**config.mk**
```make
export PLATFORM = sky130hd
export DESIGN_NAME = sum_arbiter_flat
export DESIGN_NICKNAME = d
export VERILOG_FILES = /design/src/rtl/sum_arbiter_pkg.sv /design/src/rtl/sum_arbiter_if.sv /design/src/rtl/sum_arbiter_rr.sv /design/src/rtl/sum_arbiter.sv /design/src/flat_wrapper.sv
export SDC_FILE = /design/constraint.sdc
export NUM_CORES = 1
export LEC_CHECK = 0
export CORE_UTILIZATION = 30
export CTS_CLUSTER_SIZE = 16
export DETAILED_ROUTE_END_ITERATION = 10
export DONT_BUFFER_PORTS = 1
export PLACE_DENSITY = 0.51
export SETUP_SLACK_MARGIN = 0.05
export SLEW_MARGIN = 15
export SYNTH_ARGS = -nofsm -noshare
export SYNTH_HDL_FRONTEND = slang
export SYNTH_HIERARCHICAL = 1
export SYNTH_SLANG_ARGS = --single-unit
```
**constraint.sdc**
```tcl
create_clock -name clk -period 2.8 [get_ports clk]
set_input_delay 0.7 -clock clk [delete_from_list [all_inputs] [get_ports clk]]
set_output_delay 0.7 -clock clk [all_outputs]
set_load 0.02 [all_outputs]
```
**src/rtl/sum_arbiter_pkg.sv**
```systemverilog
// Shared types and helpers for the round-robin sum-unit arbiter.
package sum_arbiter_pkg;

  typedef enum logic [1:0] {
    IDLE  = 2'd0,
    ISSUE = 2'd1,
    WAIT  = 2'd2,
    RESP  = 2'd3
  } state_t;

  localparam int W_DEFAULT = 16;

  function automatic int id_width(input int n);
    return (n < 2) ? 1 : $clog2(n);
  endfunction

endpackage

```
**src/rtl/sum_arbiter_if.sv**
```systemverilog
// Requester-side and sum-unit-side signals of the arbiter, bundled in one interface.
interface sum_arbiter_if #(
  parameter int NREQ = 4,
  parameter int W    = 16
);
  logic [NREQ-1:0]   req_valid;
  logic [NREQ*W-1:0] req_a;
  logic [NREQ*W-1:0] req_b;
  logic [NREQ-1:0]   req_ack;
  logic [NREQ-1:0]   resp_valid;
  logic [W-1:0]      resp_y;
  logic              resp_err;
  logic              sum_start;
  logic [W-1:0]      sum_a;
  logic [W-1:0]      sum_b;
  logic              sum_busy;
  logic [W-1:0]      sum_y;

  // slave: the arbiter itself; master: requesters plus the sum unit
  modport slave (
    input  req_valid, req_a, req_b, sum_busy, sum_y,
    output req_ack, resp_valid, resp_y, resp_err, sum_start, sum_a, sum_b
  );

  modport master (
    output req_valid, req_a, req_b, sum_busy, sum_y,
    input  req_ack, resp_valid, resp_y, resp_err, sum_start, sum_a, sum_b
  );
endinterface

```
**src/rtl/sum_arbiter_rr.sv**
```systemverilog
// Round-robin picker: first set request at or after ptr, wrapping, as one-hot and index.
module sum_arbiter_rr
  import sum_arbiter_pkg::*;
#(
  parameter int NREQ = 4,
  parameter int IW   = id_width(NREQ)
) (
  input  logic [NREQ-1:0] req,
  input  logic [IW-1:0]   ptr,
  output logic [NREQ-1:0] grant,
  output logic [IW-1:0]   idx,
  output logic            any
);
  localparam logic [IW:0] N_V = (IW+1)'(NREQ);

  logic [NREQ-1:0] rot;
  logic [IW-1:0]   off;
  logic [IW:0]     sum;

  // rot[k] is request (ptr + k) mod NREQ
  assign rot = NREQ'({req, req} >> ptr);

  always_comb begin
    off = '0;
    for (int k = NREQ - 1; k >= 0; k--) begin
      if (rot[k]) off = IW'(k);
    end
  end

  assign sum   = {1'b0, ptr} + {1'b0, off};
  assign idx   = (sum >= N_V) ? IW'(sum - N_V) : sum[IW-1:0];
  assign any   = |req;
  assign grant = any ? (NREQ'(1) << idx) : '0;

endmodule

```
**src/rtl/sum_arbiter.sv**
```systemverilog
// Shares one start/busy/y sum unit among NREQ requesters with round-robin grant
// and a watchdog that aborts an operation whose sum unit never completes.
module sum_arbiter
  import sum_arbiter_pkg::*;
#(
  parameter int NREQ    = 4,
  parameter int W       = W_DEFAULT,
  parameter int TIMEOUT = 15
) (
  input  logic          clk,
  input  logic          rst,
  sum_arbiter_if.slave  bus,
  output logic          idle
);
  localparam int IW = id_width(NREQ);
  localparam int CW = $clog2(TIMEOUT + 1);

  state_t          state_reg, state_next;
  logic [IW-1:0]   ptr_reg, ptr_next;
  logic [IW-1:0]   id_reg, id_next;
  logic            seen_busy_reg, seen_busy_next;
  logic [CW-1:0]   wdog_reg, wdog_next;
  logic [W-1:0]    sum_a_reg, sum_a_next;
  logic [W-1:0]    sum_b_reg, sum_b_next;
  logic [W-1:0]    resp_y_reg, resp_y_next;
  logic            resp_err_reg, resp_err_next;
  logic [NREQ-1:0] req_ack_reg, req_ack_next;
  logic [NREQ-1:0] resp_valid_reg, resp_valid_next;
  logic            sum_start_reg, sum_start_next;

  logic [NREQ-1:0] grant;
  logic [IW-1:0]   grant_idx;
  logic            grant_any;
  logic [W-1:0]    a_arr [NREQ];
  logic [W-1:0]    b_arr [NREQ];

  for (genvar gi = 0; gi < NREQ; gi++) begin : g_unpack
    assign a_arr[gi] = bus.req_a[gi*W +: W];
    assign b_arr[gi] = bus.req_b[gi*W +: W];
  end

  sum_arbiter_rr #(.NREQ(NREQ), .IW(IW)) u_rr (
    .req   (bus.req_valid),
    .ptr   (ptr_reg),
    .grant (grant),
    .idx   (grant_idx),
    .any   (grant_any)
  );

  always_comb begin
    state_next      = state_reg;
    ptr_next        = ptr_reg;
    id_next         = id_reg;
    seen_busy_next  = seen_busy_reg;
    wdog_next       = wdog_reg;
    sum_a_next      = sum_a_reg;
    sum_b_next      = sum_b_reg;
    resp_y_next     = resp_y_reg;
    resp_err_next   = resp_err_reg;
    req_ack_next    = '0;
    resp_valid_next = '0;
    sum_start_next  = 1'b0;
    case (state_reg)
      IDLE: begin
        if (grant_any) begin
          sum_a_next     = a_arr[grant_idx];
          sum_b_next     = b_arr[grant_idx];
          id_next        = grant_idx;
          req_ack_next   = grant;
          sum_start_next = 1'b1;
          ptr_next       = (grant_idx == IW'(NREQ - 1)) ? '0 : grant_idx + 1'b1;
          state_next     = ISSUE;
        end
      end
      ISSUE: begin
        seen_busy_next = 1'b0;
        wdog_next      = '0;
        state_next     = WAIT;
      end
      WAIT: begin
        if (bus.sum_busy) seen_busy_next = 1'b1;
        // wdog counts elapsed WAIT cycles; abort falls in the TIMEOUT-th one
        if (seen_busy_reg && !bus.sum_busy) begin
          resp_y_next     = bus.sum_y;
          resp_err_next   = 1'b0;
          resp_valid_next = NREQ'(1) << id_reg;
          state_next      = RESP;
        end else if (wdog_reg == CW'(TIMEOUT - 1)) begin
          resp_y_next     = '0;
          resp_err_next   = 1'b1;
          resp_valid_next = NREQ'(1) << id_reg;
          state_next      = RESP;
        end else begin
          wdog_next = wdog_reg + 1'b1;
        end
      end
      RESP: begin
        state_next = IDLE;
      end
      default: state_next = IDLE;
    endcase
  end

  always_ff @(posedge clk) begin
    if (rst) begin
      state_reg      <= IDLE;
      ptr_reg        <= '0;
      id_reg         <= '0;
      seen_busy_reg  <= 1'b0;
      wdog_reg       <= '0;
      sum_a_reg      <= '0;
      sum_b_reg      <= '0;
      resp_y_reg     <= '0;
      resp_err_reg   <= 1'b0;
      req_ack_reg    <= '0;
      resp_valid_reg <= '0;
      sum_start_reg  <= 1'b0;
    end else begin
      state_reg      <= state_next;
      ptr_reg        <= ptr_next;
      id_reg         <= id_next;
      seen_busy_reg  <= seen_busy_next;
      wdog_reg       <= wdog_next;
      sum_a_reg      <= sum_a_next;
      sum_b_reg      <= sum_b_next;
      resp_y_reg     <= resp_y_next;
      resp_err_reg   <= resp_err_next;
      req_ack_reg    <= req_ack_next;
      resp_valid_reg <= resp_valid_next;
      sum_start_reg  <= sum_start_next;
    end
  end

  assign bus.req_ack    = req_ack_reg;
  assign bus.resp_valid = resp_valid_reg;
  assign bus.resp_y     = resp_y_reg;
  assign bus.resp_err   = resp_err_reg;
  assign bus.sum_start  = sum_start_reg;
  assign bus.sum_a      = sum_a_reg;
  assign bus.sum_b      = sum_b_reg;
  assign idle           = (state_reg == IDLE);

endmodule

```
**src/flat_wrapper.sv**
```systemverilog
// flat-port wrapper written by rule: the top's interface ports become plain ports
module sum_arbiter_flat import sum_arbiter_pkg::*;
#(
  parameter int NREQ    = 4,
  parameter int W       = W_DEFAULT,
  parameter int TIMEOUT = 15
)
  (clk, rst, idle, bus_req_valid, bus_req_a, bus_req_b, bus_sum_busy, bus_sum_y, bus_req_ack, bus_resp_valid, bus_resp_y, bus_resp_err, bus_sum_start, bus_sum_a, bus_sum_b);
  sum_arbiter_if #(.NREQ(NREQ), .W(W)) bus_i ();
  input  logic clk;
  input  logic rst;
  output logic idle;
  input wire logic [$bits(bus_i.req_valid)-1:0] bus_req_valid;
  input wire logic [$bits(bus_i.req_a)-1:0] bus_req_a;
  input wire logic [$bits(bus_i.req_b)-1:0] bus_req_b;
  input wire logic [$bits(bus_i.sum_busy)-1:0] bus_sum_busy;
  input wire logic [$bits(bus_i.sum_y)-1:0] bus_sum_y;
  output wire logic [$bits(bus_i.req_ack)-1:0] bus_req_ack;
  output wire logic [$bits(bus_i.resp_valid)-1:0] bus_resp_valid;
  output wire logic [$bits(bus_i.resp_y)-1:0] bus_resp_y;
  output wire logic [$bits(bus_i.resp_err)-1:0] bus_resp_err;
  output wire logic [$bits(bus_i.sum_start)-1:0] bus_sum_start;
  output wire logic [$bits(bus_i.sum_a)-1:0] bus_sum_a;
  output wire logic [$bits(bus_i.sum_b)-1:0] bus_sum_b;
  assign bus_i.req_valid = bus_req_valid;
  assign bus_i.req_a = bus_req_a;
  assign bus_i.req_b = bus_req_b;
  assign bus_i.sum_busy = bus_sum_busy;
  assign bus_i.sum_y = bus_sum_y;
  assign bus_req_ack = bus_i.req_ack;
  assign bus_resp_valid = bus_i.resp_valid;
  assign bus_resp_y = bus_i.resp_y;
  assign bus_resp_err = bus_i.resp_err;
  assign bus_sum_start = bus_i.sum_start;
  assign bus_sum_a = bus_i.sum_a;
  assign bus_sum_b = bus_i.sum_b;
  sum_arbiter #(.NREQ(NREQ), .W(W), .TIMEOUT(TIMEOUT)) u_core (.clk(clk), .rst(rst), .bus(bus_i), .idle(idle));
endmodule
```
Yosys cells after proc, flatten, opt, wreduce, memory -nomap -nowiden --
Index checks and enable logic that the tools add are counted.
Operators by class: add/subtract/negate cells 4, order comparisons 2, equal/unequal tests 10, shifts and indexed selects 3, muxes and demuxes 28, bitwise logic cells 4, reductions and logical operators 14
Operator list (number):
- two-way mux 16 bit | 6
- binary-select mux 16 bit (select 2 bit) | 2
- two-way mux 2 bit | 9
- two-way mux 4 bit | 4
- one-hot mux 2 bit (4 select lines) | 1
- one-hot mux 4 bit (2 select lines) | 1
- AND reduction 2 bit | 4
- << shifter 1 x 2 -> 4 bit, first input constant | 2
- >> shifter 8 x 2 -> 4 bit | 1
- equality test 2 bit, second input constant | 3
- >= comparator 3 bit, second input constant | 2
- inequality test 2 bit, second input constant | 3
- adder 4 x 1 -> 4 bit, second input constant | 1
- equality test 4 bit, second input constant | 1
- two-way mux 1 bit | 4
- nonzero test 2 bit | 2
- OR reduction 2 bit | 2
- OR reduction 4 bit | 1
- adder 2 x 2 -> 3 bit | 1
- inequality test 3 x 1 -> 1 bit, second input constant | 1
- inverter 1 bit | 3
- inverter 2 -> 3 bit | 1
- AND reduction 3 bit | 1
- OR reduction 3 bit | 1
- other kinds (8) | 8
Storage, ports and cells: flip-flop bits (word level) 69, bits of input ports 151, word-level logic and storage cells 77

Depth between registers and ports, before layout --
word-level depth 12, depth in mapped cells 12

Hierarchy --
Netlist, hierarchy kept.
Modules (own cells, without submodules):
- sum_arbiter | instances 1, cells each 245, area each 3149.3 um^2, seq. area each 1381.3 um^2
- sum_arbiter_rr | instances 1, cells each 42, area each 326.6 um^2, seq. area each 0.0 um^2

Worst setup path after synthesis --
No wires, ideal clock.
path kind input -> register, start point input bus_req_valid[0], end point register u_core.sum_a_reg[0], in the netlist u_core/bus.sum_a[0], library setup time 0.117 ns, arrival time 2.745 ns, data required time 2.683 ns, slack -0.062 ns, cell stages on the path 11, cells stage by stage buf_6 -> o21a_1 -> a21oi_1 -> o211ai_1 -> ha_1 -> xnor2_1 -> xnor2_1 -> clkbuf_1 -> buf_2 -> mux4_2 -> a22o_1
On the way: longest elaborated chain between the ends 12, elaborated cells on any way between the ends 15
Ends and longest elaborated chain:
- start, declared | RTL line flat_wrapper.sv:13 | input wire logic [$bits(bus_i.req_valid)-1:0] bus_req_valid;
- >> shifter 8 x 2 -> 4 bit (*) | RTL line sum_arbiter_rr.sv:21 | assign rot = NREQ'({req, req} >> ptr);
- two-way mux 2 bit (3 in a row) | RTL line sum_arbiter_rr.sv:26 | if (rot[k]) off = IW'(k);
- two-way mux 2 bit (*) | RTL line sum_arbiter_rr.sv:26
- adder 2 x 2 -> 3 bit (*) | RTL line sum_arbiter_rr.sv:30 | assign sum = {1'b0, ptr} + {1'b0, off};
- >= comparator 3 bit or subtractor 2 x 1 -> 2 bit (tied branches) | RTL line sum_arbiter_rr.sv:31 | assign idx = (sum >= N_V) ? IW'(sum - N_V) : sum[IW-1:0];
- two-way mux 2 bit (*) | RTL line sum_arbiter_rr.sv:31
- net u_core.grant_idx[1] | RTL line sum_arbiter.sv:32 | logic [IW-1:0] grant_idx;
- inverter 2 -> 3 bit (implied by the code) (*) | RTL line sum_arbiter.sv:66 | sum_a_next = a_arr[grant_idx];
- binary-select mux 16 bit (select 2 bit) (*) | RTL line sum_arbiter.sv:66
- two-way mux 16 bit (implied by the code) (*) (2 in a row) | RTL line sum_arbiter.sv:66
- end signal, assigned | RTL line sum_arbiter.sv:124 | sum_a_reg <= sum_a_next;
- end, declared | RTL line sum_arbiter.sv:23 | logic [W-1:0] sum_a_reg, sum_a_next;
The timed path passes the listed nets; every way through them passes the cells marked *. The select of a mux whose other input is x is not followed. A chain may end at the register's enable or synchronous reset.

Final worst setup path --
start point register u_core.ptr_reg[0], end point register u_core.sum_a_reg[14], in the netlist u_core/bus.sum_a[14]
On the way: longest elaborated chain between the ends 12, elaborated cells on any way between the ends 13
Ends and longest elaborated chain:
- start, declared | RTL line sum_arbiter.sv:19 | logic [IW-1:0] ptr_reg, ptr_next;
- start signal, assigned | RTL line sum_arbiter.sv:120 | ptr_reg <= ptr_next;
- >> shifter 8 x 2 -> 4 bit | RTL line sum_arbiter_rr.sv:21
- two-way mux 2 bit (4 in a row) | RTL line sum_arbiter_rr.sv:26
- adder 2 x 2 -> 3 bit (*) | RTL line sum_arbiter_rr.sv:30
- >= comparator 3 bit or subtractor 2 x 1 -> 2 bit (tied branches) | RTL line sum_arbiter_rr.sv:31
- two-way mux 2 bit (*) | RTL line sum_arbiter_rr.sv:31
- net u_core.grant_idx[1] | RTL line sum_arbiter.sv:32
- inverter 2 -> 3 bit (implied by the code) (*) | RTL line sum_arbiter.sv:66
- binary-select mux 16 bit (select 2 bit) (*) | RTL line sum_arbiter.sv:66
- two-way mux 16 bit (implied by the code) (*) (2 in a row) | RTL line sum_arbiter.sv:66
Marked as above.

==> summary.md <==
The tools report the maximum clock rate as 409.8 MHz. The minimum period implied by the final worst setup slack was 2440 ps. The floorplan step defined a die boundary enclosing 12020 um^2. The routed design has 9.307 mm of wire. The part of the Yosys area used for sequential elements came out at 39.74%. For the initial antenna violation count, the log shows 2.

The fraction of synthesized cell area in xor and xnor cells came out at 0.7559%. Synthesized-area fraction occupied by adder cells: 2.880%. The sort of element at the end of the critical path was a flip-flop. The most used flip-flop cell after synthesis is sky130_fd_sc_hd__dfxtp_1. The worst setup path is launched from a flip-flop. Summing all non-filler instances in the final layout gives an area of 3921 um^2. The number of nets in the layout was 443.

The repair_antennas step left the layout with diodes totalling 0. At the end of routability-driven placement, the weighted congestion stood at 0.7874. The most common cell after layout, fill and taps aside is sky130_fd_sc_hd__dfxtp_1.

The initial utilization of the core area, before any placement, comes to 31.38%. Using the TritonRoute via totals, the vias-per-cell ratio works out to 5.650. Setup repair after global routing left no endpoint under its margin.

At the pin with the least slew margin, the transition time is 719.9 ps. The area fraction in compound gates after synthesis came out at 19.11%. Across the routed clock network, the largest skew measured is 5.487 ps.

In the synthesized netlist the async set-or-reset flop fraction comes to 0%. The worst path arrival time is 2660 ps, and the number of I/O port buffers is 0. The tools report the synthesized netlist net count as 446. The layout-stage area growth over the synthesis result is 12.81%. The top cell types in the final layout, fill and taps aside, are sky130_fd_sc_hd__dfxtp_1 (68), sky130_fd_sc_hd__mux4_2 (32), sky130_fd_sc_hd__a22o_1 (32). After synthesis the cells add up to 3476 um^2. The number of buffers added to fix hold violations after cts is 0, and the leakage power total is 1.427 nW. The clock tree synthesis step divided the H-tree into 3 levels. The critical-path cell with the highest stage delay was sky130_fd_sc_hd__dfxtp_2.

The die boundary height came out at 109.6 um. Pin placement for this block handled 210 I/O pins. Yosys mapped the design onto 49 distinct sky130hd cell types. The synthesized flop and latch total was 69.

The number of synthesized flops with an enable pin came out at 0. The run finished with clean final reports. The number of failing hold endpoints at the final stage is 0.

Summed over all layers, the global routing overflow is 0. Total of endpoints with negative setup slack in the final report: 0. The number of setup buffers added after CTS is 0. Summing the areas of all and, or, nand and nor instances in the mapped netlist gives 8.387% of the synthesized area. Dividing the detail-routed wire length by the instance count gives 21.69 um. The power per cell area was 1146 nW/um^2; the x dimension of the die was 109.6 um.

The delay of the slowest cell on the worst path was 420 ps. The cell at the root of the clock tree is sky130_fd_sc_hd__clkbuf_16. Traced cell by cell, the critical path runs through inv_1 -> nor3b_1 -> a21oi_1 -> o211ai_1 -> ha_2 -> xnor2_2 -> xnor2_2 -> buf_12 -> mux4_2 -> a22o_1.

The total power came out at 4.494 mW. Once detail routing completed, the nets flagged for antenna violations numbered 0. The startpoint-to-endpoint class of the critical path is flip-flop to flip-flop. The clock-pin slew on the worst setup and hold paths is 60 ps, and the DRC violations left is 0. STA puts the critical path data required time at 3020 ps. The run gives 0 as the count of pins over their slew limit. The wire length of the first global-routing pass is 12.82 mm, and the maximum fanout along the worst path is 32. The cell count after synthesis came out at 287.

In this design, the critical path's most frequently occurring cell is sky130_fd_sc_hd__xnor2_2. Headroom to the max-slew limit came out at 51.96%. The proportion of layout cells with a drive suffix above 1 came out at 24.91%. The post-cts gate resize count was 0. The region available for standard cell placement spans 11080 um^2. The final route contains 2424 vias. For this run, the detailed router's first-pass iteration total came to 4.

The maximum number of pins on one net before global-route repair is 33. No sink is reached through more buffers than the 2 on the longest clock path. TritonCTS built the clock tree.

The number of CTS-inserted buffers was 9; the cell area after placement was 3642 um^2. Yosys printed 6 warnings. The run gives 589.6 uV as the peak supply drop. By area, the combinational part of the netlist is dominated by multiplexers. Across the run, the number of max-cap violations was 0.

The combined global-route utilization of all metal layers came out at 14.77%. The clock sink count was 69. In this run, the number of DRC markers left after iteration 0 of detailed routing was 127. The synthesized area divided by synthesized cell count is 12.11 um^2, and the final total negative setup slack is 0 ps. The number of rows created at floorplan is 38, and the post-DP HPWL is 6.996 mm.

Clock latency on the worst-skew pair: 330 ps. For the number of global-route vias before repair, the log shows 2461. After synthesis, the share of cell area in mux cells is 23.04%. The worst path uses 87.15% of the clock period. Fill cells in the final layout number 1096. In this run the worst hold path is classified as input port to flip-flop.
==> layer usage <==
layer | vias up | GRT usage [%] | wire length [um]
met5 | - | 0 | 13
met4 | 2 | 5.143 | 95
met3 | 9 | 7.884 | 1059
met2 | 136 | 25.47 | 4732
met1 | 1145 | 15.20 | 3405
li1 | 1132 | - | -
==> report_power, final <==
part / switching [mW] / leakage, nW / internal, mW
logic: 0.847 / 0.728 / 1.02
clock network: 0.428 / 0.134 / 0.619
registers: 0.384 / 0.565 / 1.20
==> synthesized netlist by cell type, types with 2 or more instances <==
library cell	count	area (um^2)
sky130_fd_sc_hd__inv_1	10	37.54
sky130_fd_sc_hd__and3_1	2	12.51
sky130_fd_sc_hd__o21ai_2	2	17.52
sky130_fd_sc_hd__ha_1	8	100.1
sky130_fd_sc_hd__nor3b_1	4	30.03
sky130_fd_sc_hd__a31oi_1	4	25.02
sky130_fd_sc_hd__nand2_1	13	48.80
sky130_fd_sc_hd__a311oi_1	2	17.52
sky130_fd_sc_hd__and3b_1	2	17.52
sky130_fd_sc_hd__dfxtp_1	69	1381
sky130_fd_sc_hd__nor2_1	6	22.52
sky130_fd_sc_hd__a22o_1	32	280.3
sky130_fd_sc_hd__mux2i_1	8	80.08
sky130_fd_sc_hd__a32o_1	16	160.2
sky130_fd_sc_hd__nor4_1	2	12.51
sky130_fd_sc_hd__o21ai_0	6	30.03
sky130_fd_sc_hd__buf_6	6	67.56
sky130_fd_sc_hd__nor2b_1	2	12.51
sky130_fd_sc_hd__xnor2_1	2	17.52
sky130_fd_sc_hd__nand3_1	6	30.03
sky130_fd_sc_hd__and2_1	4	25.02
sky130_fd_sc_hd__mux4_2	32	720.7
sky130_fd_sc_hd__nor3_1	2	10.01
sky130_fd_sc_hd__clkbuf_1	5	18.77
sky130_fd_sc_hd__buf_2	10	50.05
sky130_fd_sc_hd__buf_4	2	15.01
sky130_fd_sc_hd__a21oi_1	8	40.04
==> per-stage QoR <==
step           util (%)  instances  setup slack, ps  hold WS, ps
4_1_cts           35.39        429            218.7        411.2
2_1_floorplan         -        287            84.44        436.7
3_5_place_dp      32.88        413            109.3        487.7
3_3_place_gp      32.88        413            164.1        479.3
5_1_grt           35.40        429            131.0        404.4
6_report          35.40        429            359.9        425.8
==> final cells by class <==
cell class | count | area, um^2 | area share [%]
inverters | 11 | 41.29 | 1.053
clock buffers | 10 | 239.0 | 6.094
multi-input cells | 182 | 1912 | 48.76
repair buffers | 11 | 132.6 | 3.382
flip-flops and latches | 69 | 1383 | 35.26
clock inverters | 6 | 38.79 | 0.9892
well taps | 140 | 175.2 | 4.467
==> logic make-up after synthesis <==
family                   count (synthesis)
AO/OA/AOI/OAI                           79
XOR/XNOR                                 3
adder cells (fa/ha/maj)                  8
buffers and inverters                   36
flip-flops                              69
multiplexers                            40
AND/OR/NAND/NOR                         52
==> path summary, 6_finish.rpt <==
| path | end | cells past startpoint | slack (ps) | from |
|---|---|---|---|---|
| max | u_core/bus.sum_a[14]$_SDFFE_PP0P_ | 10 | 360 | u_core/ptr_reg[0]$_SDFFE_PP0P_ |
| min reg2reg | u_core/seen_busy_reg$_SDFFE_PP0P_ | 2 | 500 | u_core/seen_busy_reg$_SDFFE_PP0P_ |
| min | u_core/ptr_reg[0]$_SDFFE_PP0P_ | 1 | 430 | rst |
| max reg2reg | u_core/bus.sum_a[14]$_SDFFE_PP0P_ | 10 | 360 | u_core/ptr_reg[0]$_SDFFE_PP0P_ |
==> worst max-delay path: cells and delay by family, from the launching register on <==
| family | cells | cell delay (ps) |
|---|---|---|
| buf+inv | 2 | 310 |
| simple gates | 1 | 190 |
| xor+xnor | 2 | 350 |
| flops | 1 | 420 |
| compound gates | 3 | 470 |
| mux | 1 | 340 |
| fa+ha+maj | 1 | 240 |
Note: power is estimated with default switching activity, not from simulation.
